$ cat src/rtl/vga_scan_vtx_feeder_if.sv
// Vertex write channel from the transform stage into the scan/vertex feeder.
interface vga_scan_vtx_feeder_if;
  logic               vtx_valid;
  logic               vtx_ready;
  logic [1:0]         vtx_idx;
  logic signed [20:0] vtx_x;
  logic signed [20:0] vtx_y;
  logic signed [20:0] vtx_z;
  logic               vtx_commit;

  modport master (
    output vtx_valid, vtx_idx, vtx_x, vtx_y, vtx_z, vtx_commit,
    input  vtx_ready
  );

  modport slave (
    input  vtx_valid, vtx_idx, vtx_x, vtx_y, vtx_z, vtx_commit,
    output vtx_ready
  );
endinterface

$ cat src/rtl/vga_scan_vtx_feeder.sv
// VGA raster timing plus frame-stable vertex sets: shadow registers written via
// valid/ready, copied to the active outputs only at vblank entry.
module vga_scan_vtx_feeder #(
  parameter int H_ACTIVE = 640,
  parameter int H_FP     = 16,
  parameter int H_SYNC   = 96,
  parameter int H_BP     = 48,
  parameter int V_ACTIVE = 480,
  parameter int V_FP     = 10,
  parameter int V_SYNC   = 2,
  parameter int V_BP     = 33,
  parameter bit SYNC_POL = 1'b0
) (
  input  logic               clk,
  input  logic               rst,
  input  logic               pix_en,
  vga_scan_vtx_feeder_if.slave vtx,
  output logic signed [20:0] h_cnt_Q,
  output logic signed [20:0] v_cnt_Q,
  output logic               hsync,
  output logic               vsync,
  output logic               video_on,
  output logic               frame_start,
  output logic               swap_done,
  output logic signed [20:0] vtx1_X,
  output logic signed [20:0] vtx1_Y,
  output logic signed [20:0] vtx1_Z,
  output logic signed [20:0] vtx2_X,
  output logic signed [20:0] vtx2_Y,
  output logic signed [20:0] vtx2_Z,
  output logic signed [20:0] vtx3_X,
  output logic signed [20:0] vtx3_Y,
  output logic signed [20:0] vtx3_Z,
  output logic signed [20:0] vtx4_X,
  output logic signed [20:0] vtx4_Y,
  output logic signed [20:0] vtx4_Z
);

  localparam int H_TOTAL = H_ACTIVE + H_FP + H_SYNC + H_BP;
  localparam int V_TOTAL = V_ACTIVE + V_FP + V_SYNC + V_BP;

  typedef logic [20:0] cnt_t;

  localparam cnt_t H_LAST   = cnt_t'(H_TOTAL - 1);
  localparam cnt_t V_LAST   = cnt_t'(V_TOTAL - 1);
  localparam cnt_t HA       = cnt_t'(H_ACTIVE);
  localparam cnt_t VA       = cnt_t'(V_ACTIVE);
  localparam cnt_t VA_LAST  = cnt_t'(V_ACTIVE - 1);
  localparam cnt_t HS_START = cnt_t'(H_ACTIVE + H_FP);
  localparam cnt_t HS_END   = cnt_t'(H_ACTIVE + H_FP + H_SYNC);
  localparam cnt_t VS_START = cnt_t'(V_ACTIVE + V_FP);
  localparam cnt_t VS_END   = cnt_t'(V_ACTIVE + V_FP + V_SYNC);

  typedef enum logic {S_IDLE, S_PENDING} state_t;

  cnt_t   h_q, v_q, h_nxt, v_nxt;
  logic   h_wrap, v_wrap;
  logic   hs_nxt, vs_nxt, von_nxt, fs_nxt;
  logic   vblank_entry, accept, swap;
  state_t state, state_nxt;

  logic signed [20:0] sh_x  [4];
  logic signed [20:0] sh_y  [4];
  logic signed [20:0] sh_z  [4];
  logic signed [20:0] act_x [4];
  logic signed [20:0] act_y [4];
  logic signed [20:0] act_z [4];

  // Timing outputs are decoded from the next count so they register in step with it.
  always_comb begin
    h_nxt  = h_q;
    v_nxt  = v_q;
    h_wrap = (h_q == H_LAST);
    v_wrap = (v_q == V_LAST);
    if (pix_en) begin
      if (h_wrap) begin
        h_nxt = '0;
        v_nxt = v_wrap ? '0 : v_q + 1'b1;
      end else begin
        h_nxt = h_q + 1'b1;
      end
    end
    hs_nxt       = (h_nxt >= HS_START && h_nxt < HS_END) ? SYNC_POL : ~SYNC_POL;
    vs_nxt       = (v_nxt >= VS_START && v_nxt < VS_END) ? SYNC_POL : ~SYNC_POL;
    von_nxt      = (h_nxt < HA) && (v_nxt < VA);
    fs_nxt       = pix_en && h_wrap && v_wrap;
    vblank_entry = pix_en && h_wrap && (v_q == VA_LAST);
  end

  always_ff @(posedge clk or posedge rst) begin
    if (rst) begin
      h_q         <= '0;
      v_q         <= '0;
      hsync       <= ~SYNC_POL;
      vsync       <= ~SYNC_POL;
      video_on    <= 1'b1;
      frame_start <= 1'b0;
    end else begin
      h_q         <= h_nxt;
      v_q         <= v_nxt;
      hsync       <= hs_nxt;
      vsync       <= vs_nxt;
      video_on    <= von_nxt;
      frame_start <= fs_nxt;
    end
  end

  assign h_cnt_Q = $signed(h_q);
  assign v_cnt_Q = $signed(v_q);

  // Accept and swap are exclusive: accept needs IDLE, swap needs PENDING.
  assign accept        = vtx.vtx_valid && (state == S_IDLE);
  assign swap          = vblank_entry && (state == S_PENDING);
  assign vtx.vtx_ready = (state == S_IDLE);

  always_ff @(posedge clk or posedge rst) begin
    if (rst) state <= S_IDLE;
    else     state <= state_nxt;
  end

  always_comb begin
    state_nxt = state;
    case (state)
      S_IDLE:    if (accept && vtx.vtx_commit) state_nxt = S_PENDING;
      S_PENDING: if (vblank_entry)             state_nxt = S_IDLE;
      default:                                 state_nxt = S_IDLE;
    endcase
  end

  always_ff @(posedge clk or posedge rst) begin
    if (rst) begin
      for (int unsigned i = 0; i < 4; i++) begin
        sh_x[i] <= '0;
        sh_y[i] <= '0;
        sh_z[i] <= '0;
      end
    end else if (accept) begin
      sh_x[vtx.vtx_idx] <= vtx.vtx_x;
      sh_y[vtx.vtx_idx] <= vtx.vtx_y;
      sh_z[vtx.vtx_idx] <= vtx.vtx_z;
    end
  end

  always_ff @(posedge clk or posedge rst) begin
    if (rst) begin
      for (int unsigned i = 0; i < 4; i++) begin
        act_x[i] <= '0;
        act_y[i] <= '0;
        act_z[i] <= '0;
      end
      swap_done <= 1'b0;
    end else begin
      swap_done <= swap;
      if (swap) begin
        for (int unsigned i = 0; i < 4; i++) begin
          act_x[i] <= sh_x[i];
          act_y[i] <= sh_y[i];
          act_z[i] <= sh_z[i];
        end
      end
    end
  end

  assign vtx1_X = act_x[0];
  assign vtx1_Y = act_y[0];
  assign vtx1_Z = act_z[0];
  assign vtx2_X = act_x[1];
  assign vtx2_Y = act_y[1];
  assign vtx2_Z = act_z[1];
  assign vtx3_X = act_x[2];
  assign vtx3_Y = act_y[2];
  assign vtx3_Z = act_z[2];
  assign vtx4_X = act_x[3];
  assign vtx4_Y = act_y[3];
  assign vtx4_Z = act_z[3];

endmodule

$ cat src/flat_wrapper.sv
// flat-port wrapper written by rule: the top's interface ports become plain ports
module vga_scan_vtx_feeder_flat 
#(
  parameter int H_ACTIVE = 640,
  parameter int H_FP     = 16,
  parameter int H_SYNC   = 96,
  parameter int H_BP     = 48,
  parameter int V_ACTIVE = 480,
  parameter int V_FP     = 10,
  parameter int V_SYNC   = 2,
  parameter int V_BP     = 33,
  parameter bit SYNC_POL = 1'b0
)
  (clk, rst, pix_en, h_cnt_Q, v_cnt_Q, hsync, vsync, video_on, frame_start, swap_done, vtx1_X, vtx1_Y, vtx1_Z, vtx2_X, vtx2_Y, vtx2_Z, vtx3_X, vtx3_Y, vtx3_Z, vtx4_X, vtx4_Y, vtx4_Z, vtx_vtx_valid, vtx_vtx_idx, vtx_vtx_x, vtx_vtx_y, vtx_vtx_z, vtx_vtx_commit, vtx_vtx_ready);
  vga_scan_vtx_feeder_if vtx_i ();
  input  logic clk;
  input  logic rst;
  input  logic pix_en;
  output logic signed [20:0] h_cnt_Q;
  output logic signed [20:0] v_cnt_Q;
  output logic hsync;
  output logic vsync;
  output logic video_on;
  output logic frame_start;
  output logic swap_done;
  output logic signed [20:0] vtx1_X;
  output logic signed [20:0] vtx1_Y;
  output logic signed [20:0] vtx1_Z;
  output logic signed [20:0] vtx2_X;
  output logic signed [20:0] vtx2_Y;
  output logic signed [20:0] vtx2_Z;
  output logic signed [20:0] vtx3_X;
  output logic signed [20:0] vtx3_Y;
  output logic signed [20:0] vtx3_Z;
  output logic signed [20:0] vtx4_X;
  output logic signed [20:0] vtx4_Y;
  output logic signed [20:0] vtx4_Z;
  input wire logic [$bits(vtx_i.vtx_valid)-1:0] vtx_vtx_valid;
  input wire logic [$bits(vtx_i.vtx_idx)-1:0] vtx_vtx_idx;
  input wire logic [$bits(vtx_i.vtx_x)-1:0] vtx_vtx_x;
  input wire logic [$bits(vtx_i.vtx_y)-1:0] vtx_vtx_y;
  input wire logic [$bits(vtx_i.vtx_z)-1:0] vtx_vtx_z;
  input wire logic [$bits(vtx_i.vtx_commit)-1:0] vtx_vtx_commit;
  output wire logic [$bits(vtx_i.vtx_ready)-1:0] vtx_vtx_ready;
  assign vtx_i.vtx_valid = vtx_vtx_valid;
  assign vtx_i.vtx_idx = vtx_vtx_idx;
  assign vtx_i.vtx_x = vtx_vtx_x;
  assign vtx_i.vtx_y = vtx_vtx_y;
  assign vtx_i.vtx_z = vtx_vtx_z;
  assign vtx_i.vtx_commit = vtx_vtx_commit;
  assign vtx_vtx_ready = vtx_i.vtx_ready;
  vga_scan_vtx_feeder #(.H_ACTIVE(H_ACTIVE), .H_FP(H_FP), .H_SYNC(H_SYNC), .H_BP(H_BP), .V_ACTIVE(V_ACTIVE), .V_FP(V_FP), .V_SYNC(V_SYNC), .V_BP(V_BP), .SYNC_POL(SYNC_POL)) u_core (.clk(clk), .rst(rst), .pix_en(pix_en), .vtx(vtx_i), .h_cnt_Q(h_cnt_Q), .v_cnt_Q(v_cnt_Q), .hsync(hsync), .vsync(vsync), .video_on(video_on), .frame_start(frame_start), .swap_done(swap_done), .vtx1_X(vtx1_X), .vtx1_Y(vtx1_Y), .vtx1_Z(vtx1_Z), .vtx2_X(vtx2_X), .vtx2_Y(vtx2_Y), .vtx2_Z(vtx2_Z), .vtx3_X(vtx3_X), .vtx3_Y(vtx3_Y), .vtx3_Z(vtx3_Z), .vtx4_X(vtx4_X), .vtx4_Y(vtx4_Y), .vtx4_Z(vtx4_Z));
endmodule
$ cat config.mk
export PLATFORM = sky130hd
export DESIGN_NAME = vga_scan_vtx_feeder_flat
export DESIGN_NICKNAME = d
export VERILOG_FILES = /design/src/rtl/vga_scan_vtx_feeder_if.sv /design/src/rtl/vga_scan_vtx_feeder.sv /design/src/flat_wrapper.sv
export SDC_FILE = /design/constraint.sdc
export NUM_CORES = 1
export LEC_CHECK = 0
export ABC_AREA = 1
export ABC_CLOCK_PERIOD_IN_PS = 18020
export BUFFER_PORTS_ARGS = -buffer_cell sky130_fd_sc_hd__buf_2
export CAP_MARGIN = 20
export CELL_PAD_IN_SITES_DETAIL_PLACEMENT = 0
export CELL_PAD_IN_SITES_GLOBAL_PLACEMENT = 2
export CORE_ASPECT_RATIO = 1.25
export CORE_MARGIN = 2
export CORE_UTILIZATION = 30
export CTS_CLUSTER_DIAMETER = 60
export DETAILED_ROUTE_END_ITERATION = 8
export PLACE_DENSITY_LB_ADDON = 0.1
export REMOVE_ABC_BUFFERS = 1
export SYNTH_ARGS = -nofsm -noshare
export SYNTH_HDL_FRONTEND = slang
export SYNTH_SLANG_ARGS = --single-unit
export TNS_END_PERCENT = 30
$ cat constraint.sdc
create_clock -name clk -period 18.02 [get_ports clk]
set_clock_uncertainty 0.15 [all_clocks]
set_input_delay 1.802 -clock clk [delete_from_list [all_inputs] [get_ports clk]]
set_output_delay 1.802 -clock clk [all_outputs]
set_load 0.01 [all_outputs]
==> results.md, run 1 <==
* Hold Path Class: flip-flop to flip-flop
* Hold path cells at 2
* Worst Hold End: u_core.vtx1_X[4]
* Dpl cells at 3678
* Share of cells above drive strength 1 at 0.180
* R2R Setup Slk at 13.99 ns
* Die Footprint at 74700 um2
* First-pass GRT wire length at 106000 um
* CTS Hold Buffers Added at 0
* Grt total ovfl at 0
* Vias in the first global route at 17400
* Crit Path Class: input port to async pin
* Path depth of the worst reg2reg path at 11
* Setup bufs post-CTS at 0
* Setup crit start kind: input port
* RSZ-0062 raised after global routing: false
* H-tree depth at 2
* Post-Synthesis Cells at 2455
* # rows at 110
* DP HPWL at 43600 um
* CP Max Fanout at 120
* Highest clock rate at 188 MHz
* Critical path arrival at 5.86 ns
* Iter 0 DRT Violations at 1162
* Post-route DRC at 0
* Post-synth EDFFs at 0
* Initial Util at 0.303
* P&R area growth vs syn at 22.2%
* Max_slew headroom at 0.274
* Final hold violation count at 0
* Tmin final at 5.33 ns
* MaxCap Viol Count at 0
* TNS Setup at 0 ns
* Non-Filler Instances at 3791
* Largest regs: u_core.sh_x: 84 flops, u_core.sh_y: 84 flops, u_core.sh_z: 84 flops
* Reg clk slew, reported paths at 0.06 ns
* Synth Area per Inst at 8.86 um2
* CTS buffer count at 60
* WL final at 67700 um
* Final period util at 0.296
* # setup viols final at 0
* Via count at 17000
* Synthesized flop and latch total at 552
* TritonCTS sink count at 552
* Final #Nets at 2862
* Die X at 245 um
* Later-pin clock latency in the skew report at 0.62 ns
* Fin util at 0.370
* Worst-margin pin slew at 1.09 ns
* Iteration count of the initial detailed-routing pass at 7
* PwrDens at 105 nW/um2
* Peak supply drop at 0.0000712 V
* Die Height at 305 um
* Final Max Tran Viols at 0
* Routed Antenna Nets at 0
* Yosys warning count at 0
* CORE AREA at 71800 um2
* Lkg Pwr at 14.8 nW
* Root buf cell: clkbuf_16
* Synthesized cell area at 21700 um2
* Average vias per placed instance at 4.48
* Status: complete, no violations
* Worst setup EP type: async pin
* Count of different cell masters after synthesis at 31
* PostCTS Resize Cnt at 0
* Ys flop type: dfrtp_1
* GRT Util Overall at 0.182
* Hold_sp: u_core.sh_x[67]
* Sequential area share after synthesis at 0.635
* RR Endpoint: u_core.vtx3_X[0]
* Pwr Total at 2.80 mW
* Asr flop ratio synth at 1.00
* Pin count of the biggest net entering global routing at 184
* Io pins at 370
* Port Buf Inserts at 369
* GP Congestion at 0.809
* Antenna violations before repair at 5
* Wire length per cell at 17.8 um
* CTS tree: yes
* Critical R2R Launch: u_core.h_cnt_Q[15]
* Max clock buf depth at 3
* Req. time, crit path at 18.56 ns
-- placed cells by master, fill, tap and decap left out, types with 6 or more instances in the layout --
cell type,instances
nor2_1,87
nand3_1,64
clkbuf_8,21
nor2_2,6
buf_4,14
nor3_1,12
o21ai_0,261
clkinv_2,7
clkbuf_16,62
clkbuf_1,10
inv_1,145
buf_2,369
dfrtp_1,549
xor2_1,6
nand2_1,1151
nand4_1,24
-- logic make-up (layout without fill, tap and decap cells) --
kind of cell	Yosys count	after routing	synth area share
other	0	1	0
xor gates and xnor gates	8	8	0.00322
buffers and inverters	266	649	0.0529
DFF	552	552	0.635
AOI/OAI and AO/OA	269	269	0.0625
and+or+nand+nor	1357	1357	0.244
adders and majority gates	3	3	0.00173
-- critical path, cell delays in order --
cell,delay (ns)
buf_2,0.13
inv_8,0.57
buf_4,0.84
buf_4,0.82
buf_4,0.85
buf_4,0.64
-- layer usage --
| metal | up-vias | global-route usage | part of all wire |
|---|---|---|---|
| met4 | 10 | 0.0448 | 0.021 |
| li1 | 8297 | - | - |
| met3 | 88 | 0.0442 | 0.059 |
| met1 | 8261 | 0.230 | 0.43 |
| met2 | 342 | 0.311 | 0.49 |
| met5 | - | 0 | 0.0010 |
-- stage by stage --
stage | hold slack [ns] | worst slack [ns] | area, um2
2_1_floorplan | 0.292 | 0.639 | 21200
3_3_place_gp | 0.301 | 11.75 | 24400
3_5_place_dp | 0.301 | 11.70 | 24400
4_1_cts | 0.312 | 12.38 | 26500
5_1_grt | 0.330 | 11.97 | 26600
6_report | 0.310 | 12.69 | 26600
-- layout make-up --
class	count	area [um2]
diodes	1	2.50
clock buffers	93	1880
clock inverters	18	241
fillers	7594	45300
inverters	152	578
multi-input cells	1637	6840
flip-flops and latches	552	13800
well taps	952	1190
repair buffers	386	2020
-- worst max path at each step --
stage	end	start
global placement	u_core.sh_x[79]	rst
global route	u_core.sh_z[52]	rst
detailed placement	u_core.sh_x[16]	rst
finish	u_core.sh_z[68]	rst
floorplan	u_core.frame_start	rst
CTS	u_core.sh_x[16]	rst
-- synthesized netlist by cell type, types with 2 or more instances --
| library cell | n | area share |
|---|---|---|
| dfrtp_1 | 549 | 0.63 |
| nand4_1 | 24 | 0.0069 |
| clkbuf_1 | 78 | 0.013 |
| nor2_1 | 87 | 0.015 |
| o21ai_0 | 261 | 0.060 |
| nand3_1 | 67 | 0.015 |
| xnor2_1 | 2 | 0.00081 |
| buf_8 | 11 | 0.0076 |
| nor2_2 | 6 | 0.0017 |
| a21oi_1 | 2 | 0.00046 |
| nor3_1 | 12 | 0.0028 |
| nand2_1 | 1153 | 0.20 |
| inv_1 | 146 | 0.025 |
| buf_1 | 5 | 0.00086 |
| o21bai_1 | 3 | 0.0010 |
| xor2_1 | 6 | 0.0024 |
| dfstp_2 | 3 | 0.0036 |
| ha_1 | 3 | 0.0017 |
| nand3b_1 | 3 | 0.0010 |
| inv_2 | 5 | 0.00086 |
| buf_2 | 19 | 0.0044 |
-- where the power goes --
part / leakage [nW] / internal, mW / switching (mW) / total, mW
registers: 7.39 / 1.32 / 0.0493 / 1.37
logic: 6.38 / 0.0499 / 0.0903 / 0.140
clock network: 1.04 / 0.785 / 0.510 / 1.30
Note: power is estimated with default switching activity, not from simulation.
==> inputs of run 2 (changes only) <==
--- a/config.mk
+++ b/config.mk
@@ -6,14 +6,14 @@
 export NUM_CORES = 1
 export LEC_CHECK = 0
 export ABC_AREA = 1
-export ABC_CLOCK_PERIOD_IN_PS = 18020
+export ABC_CLOCK_PERIOD_IN_PS = 5340
 export BUFFER_PORTS_ARGS = -buffer_cell sky130_fd_sc_hd__buf_2
 export CAP_MARGIN = 20
 export CELL_PAD_IN_SITES_DETAIL_PLACEMENT = 0
 export CELL_PAD_IN_SITES_GLOBAL_PLACEMENT = 2
 export CORE_ASPECT_RATIO = 1.25
 export CORE_MARGIN = 2
-export CORE_UTILIZATION = 30
+export CORE_UTILIZATION = 34
 export CTS_CLUSTER_DIAMETER = 60
 export DETAILED_ROUTE_END_ITERATION = 8
 export PLACE_DENSITY_LB_ADDON = 0.1
==> constraint.sdc (replaced) <==
create_clock -name clk -period 5.34 [get_ports clk]
set_clock_uncertainty 0.15 [all_clocks]
set_input_delay 0.534 -clock clk [delete_from_list [all_inputs] [get_ports clk]]
set_output_delay 0.534 -clock clk [all_outputs]
set_load 0.01 [all_outputs]
==> results.md, run 2 (synthesis gave the netlist of run 1 again) <==
* Die Height at 287 um
* Worst-margin pin slew at 0.946 ns
* CTS tree: yes
* Hold WS at 0.0674 ns
* CP Max Fanout at 131
* CP max stage cell: buf_12
* Die Footprint at 66000 um2
* Lkg Pwr at 14.8 nW
* Vias in the first global route at 17200
* GRT Util Overall at 0.197
* Largest regs: u_core.sh_x: 84 flops, u_core.sh_y: 84 flops, u_core.sh_z: 84 flops
* Crit-path cells: nor2_1 -> nand2_1 -> nor2_2 -> nand4_2 -> nor2_2 -> nand2_1 -> nor4_4 -> buf_12 -> nand2_1 -> nand2_1
* First-pass GRT wire length at 102000 um
* Final period util at 0.622
* CP dominant cell by count: nand2_1
* Reg clk slew, reported paths at 0.06 ns
* Worst path max stage delay at 0.51 ns
* R2R Setup Slk at 2.02 ns
* GP Congestion at 0.883
* Crit Path Class: flip-flop to flip-flop
* Critical path arrival at 3.72 ns
* Peak supply drop at 0.000292 V
* WL final at 64800 um
* Max_slew headroom at 0.369
* Root buf cell: clkbuf_16
* Io pins at 370
* Average vias per placed instance at 4.62
* Max clock buf depth at 3
* Worst setup EP type: flip-flop
* Routed Antenna Nets at 0
* # setup viols final at 0
* Wire length per cell at 17.6 um
* Post-route DRC at 0
* Tmin final at 3.32 ns
* Final hold violation count at 0
* Later-pin clock latency in the skew report at 0.61 ns
* Pin count of the biggest net entering global routing at 149
* Status: complete, no violations
* Antenna violations before repair at 4
* Grt total ovfl at 0
* Fin util at 0.417
* Pwr Total at 9.36 mW
* Iteration count of the initial detailed-routing pass at 5
* Most frequent cells in the layout: nand2_1 (1151), dfrtp_1 (549), buf_2 (369)
* Hold Path Class: input port to flip-flop
* Die X at 230 um
* CTS buffer count at 59
* MaxCap Viol Count at 0
* Setup crit start kind: flip-flop
* TritonCTS sink count at 552
* Dpl cells at 3568
* Final Max Tran Viols at 0
* # rows at 103
* N_diodes at 0
* Share of cells above drive strength 1 at 0.178
* H-tree depth at 2
* Fill cell count at 6534
* DP HPWL at 42400 um
* Leading cell type in the layout, fill and taps excluded: nand2_1
* Port Buf Inserts at 369
* RSZ-0062 raised after global routing: false
* Iter 0 DRT Violations at 1138
* Via count at 17000
* Highest clock rate at 301 MHz
* Non-Filler Instances at 3680
* Req. time, crit path at 5.74 ns
* CORE AREA at 63300 um2
* Final #Nets at 2863
* PwrDens at 355 nW/um2
* P&R area growth vs syn at 21.4%
* Initial Util at 0.344
run 2: cell count changes in the layout (fill, tap and decap cells not counted), sizes merged:
cell and delta:
buf +1, clkbuf +1, clkinv -2, clkinvlp -2, diode -1, dlygate4sd3 +1
inv +3
run 2: cell type report:
cell class | instances | area, um2 | area share
inverters | 152 | 578 | 0.0219
well taps | 840 | 1050 | 0.0398
clock buffers | 94 | 1800 | 0.0682
multi-input cells | 1637 | 6840 | 0.259
clock inverters | 17 | 235 | 0.00891
flip-flops and latches | 552 | 13800 | 0.523
repair buffers | 388 | 2080 | 0.0788
run 2: metrics by stage:
step / worst slack (ns) / setup TNS (ns) / cell area [um2]
global route: 1.74 / 0 / 26400
detailed placement: 1.80 / 0 / 24400
global placement: 1.86 / 0 / 24400
finish: 2.02 / 0 / 26400
CTS: 2.01 / 0 / 26400
floorplan: -10.77 / -7445.49 / 21200
run 2: final timing paths:
path,from,endpoint,cells after the start
setup / recovery,u_core.h_cnt_Q[14],u_core.vtx3_Z[14],10
hold / removal,vtx_vtx_commit,u_core.state,3
setup reg to reg,u_core.h_cnt_Q[14],u_core.vtx3_Z[14],10
hold reg to reg,u_core.sh_y[25],u_core.vtx3_Y[4],2
max in group asynchronous,rst,u_core.vtx3_X[16],4
min in group asynchronous,rst,u_core.sh_x[56],3
run 2: per-layer routing:
| metal | vias to the layer above | track usage | wire length (um) |
|---|---|---|---|
| met1 | 8254 | 0.252 | 28100 |
| li1 | 8283 | - | - |
| met2 | 358 | 0.333 | 31500 |
| met3 | 82 | 0.0515 | 3950 |
| met4 | 8 | 0.0450 | 1220 |
| met5 | - | 0 | 50 |
run 2: worst max-delay path: cells and delay by family (launching register included):
family | cells | cell delay, ns
DFF | 1 | 0.42
buffers and inverters | 1 | 0.51
and+or+nand+nor | 9 | 2.01
run 2: timing repair:
item	CTS	global route
hold buffers	1	0
setup buffers	0	0
setup endpoints to repair	0	0
endpoints found under the hold margin	66	0
gates resized for setup	0	0
run 2: report_power, final:
part | internal (mW) | leakage (nW) | switching [mW]
registers | 4.45 | 7.39 | 0.170
logic | 0.172 | 6.40 | 0.305
clock network | 2.55 | 1.00 | 1.72
total | 7.16 | 14.8 | 2.20
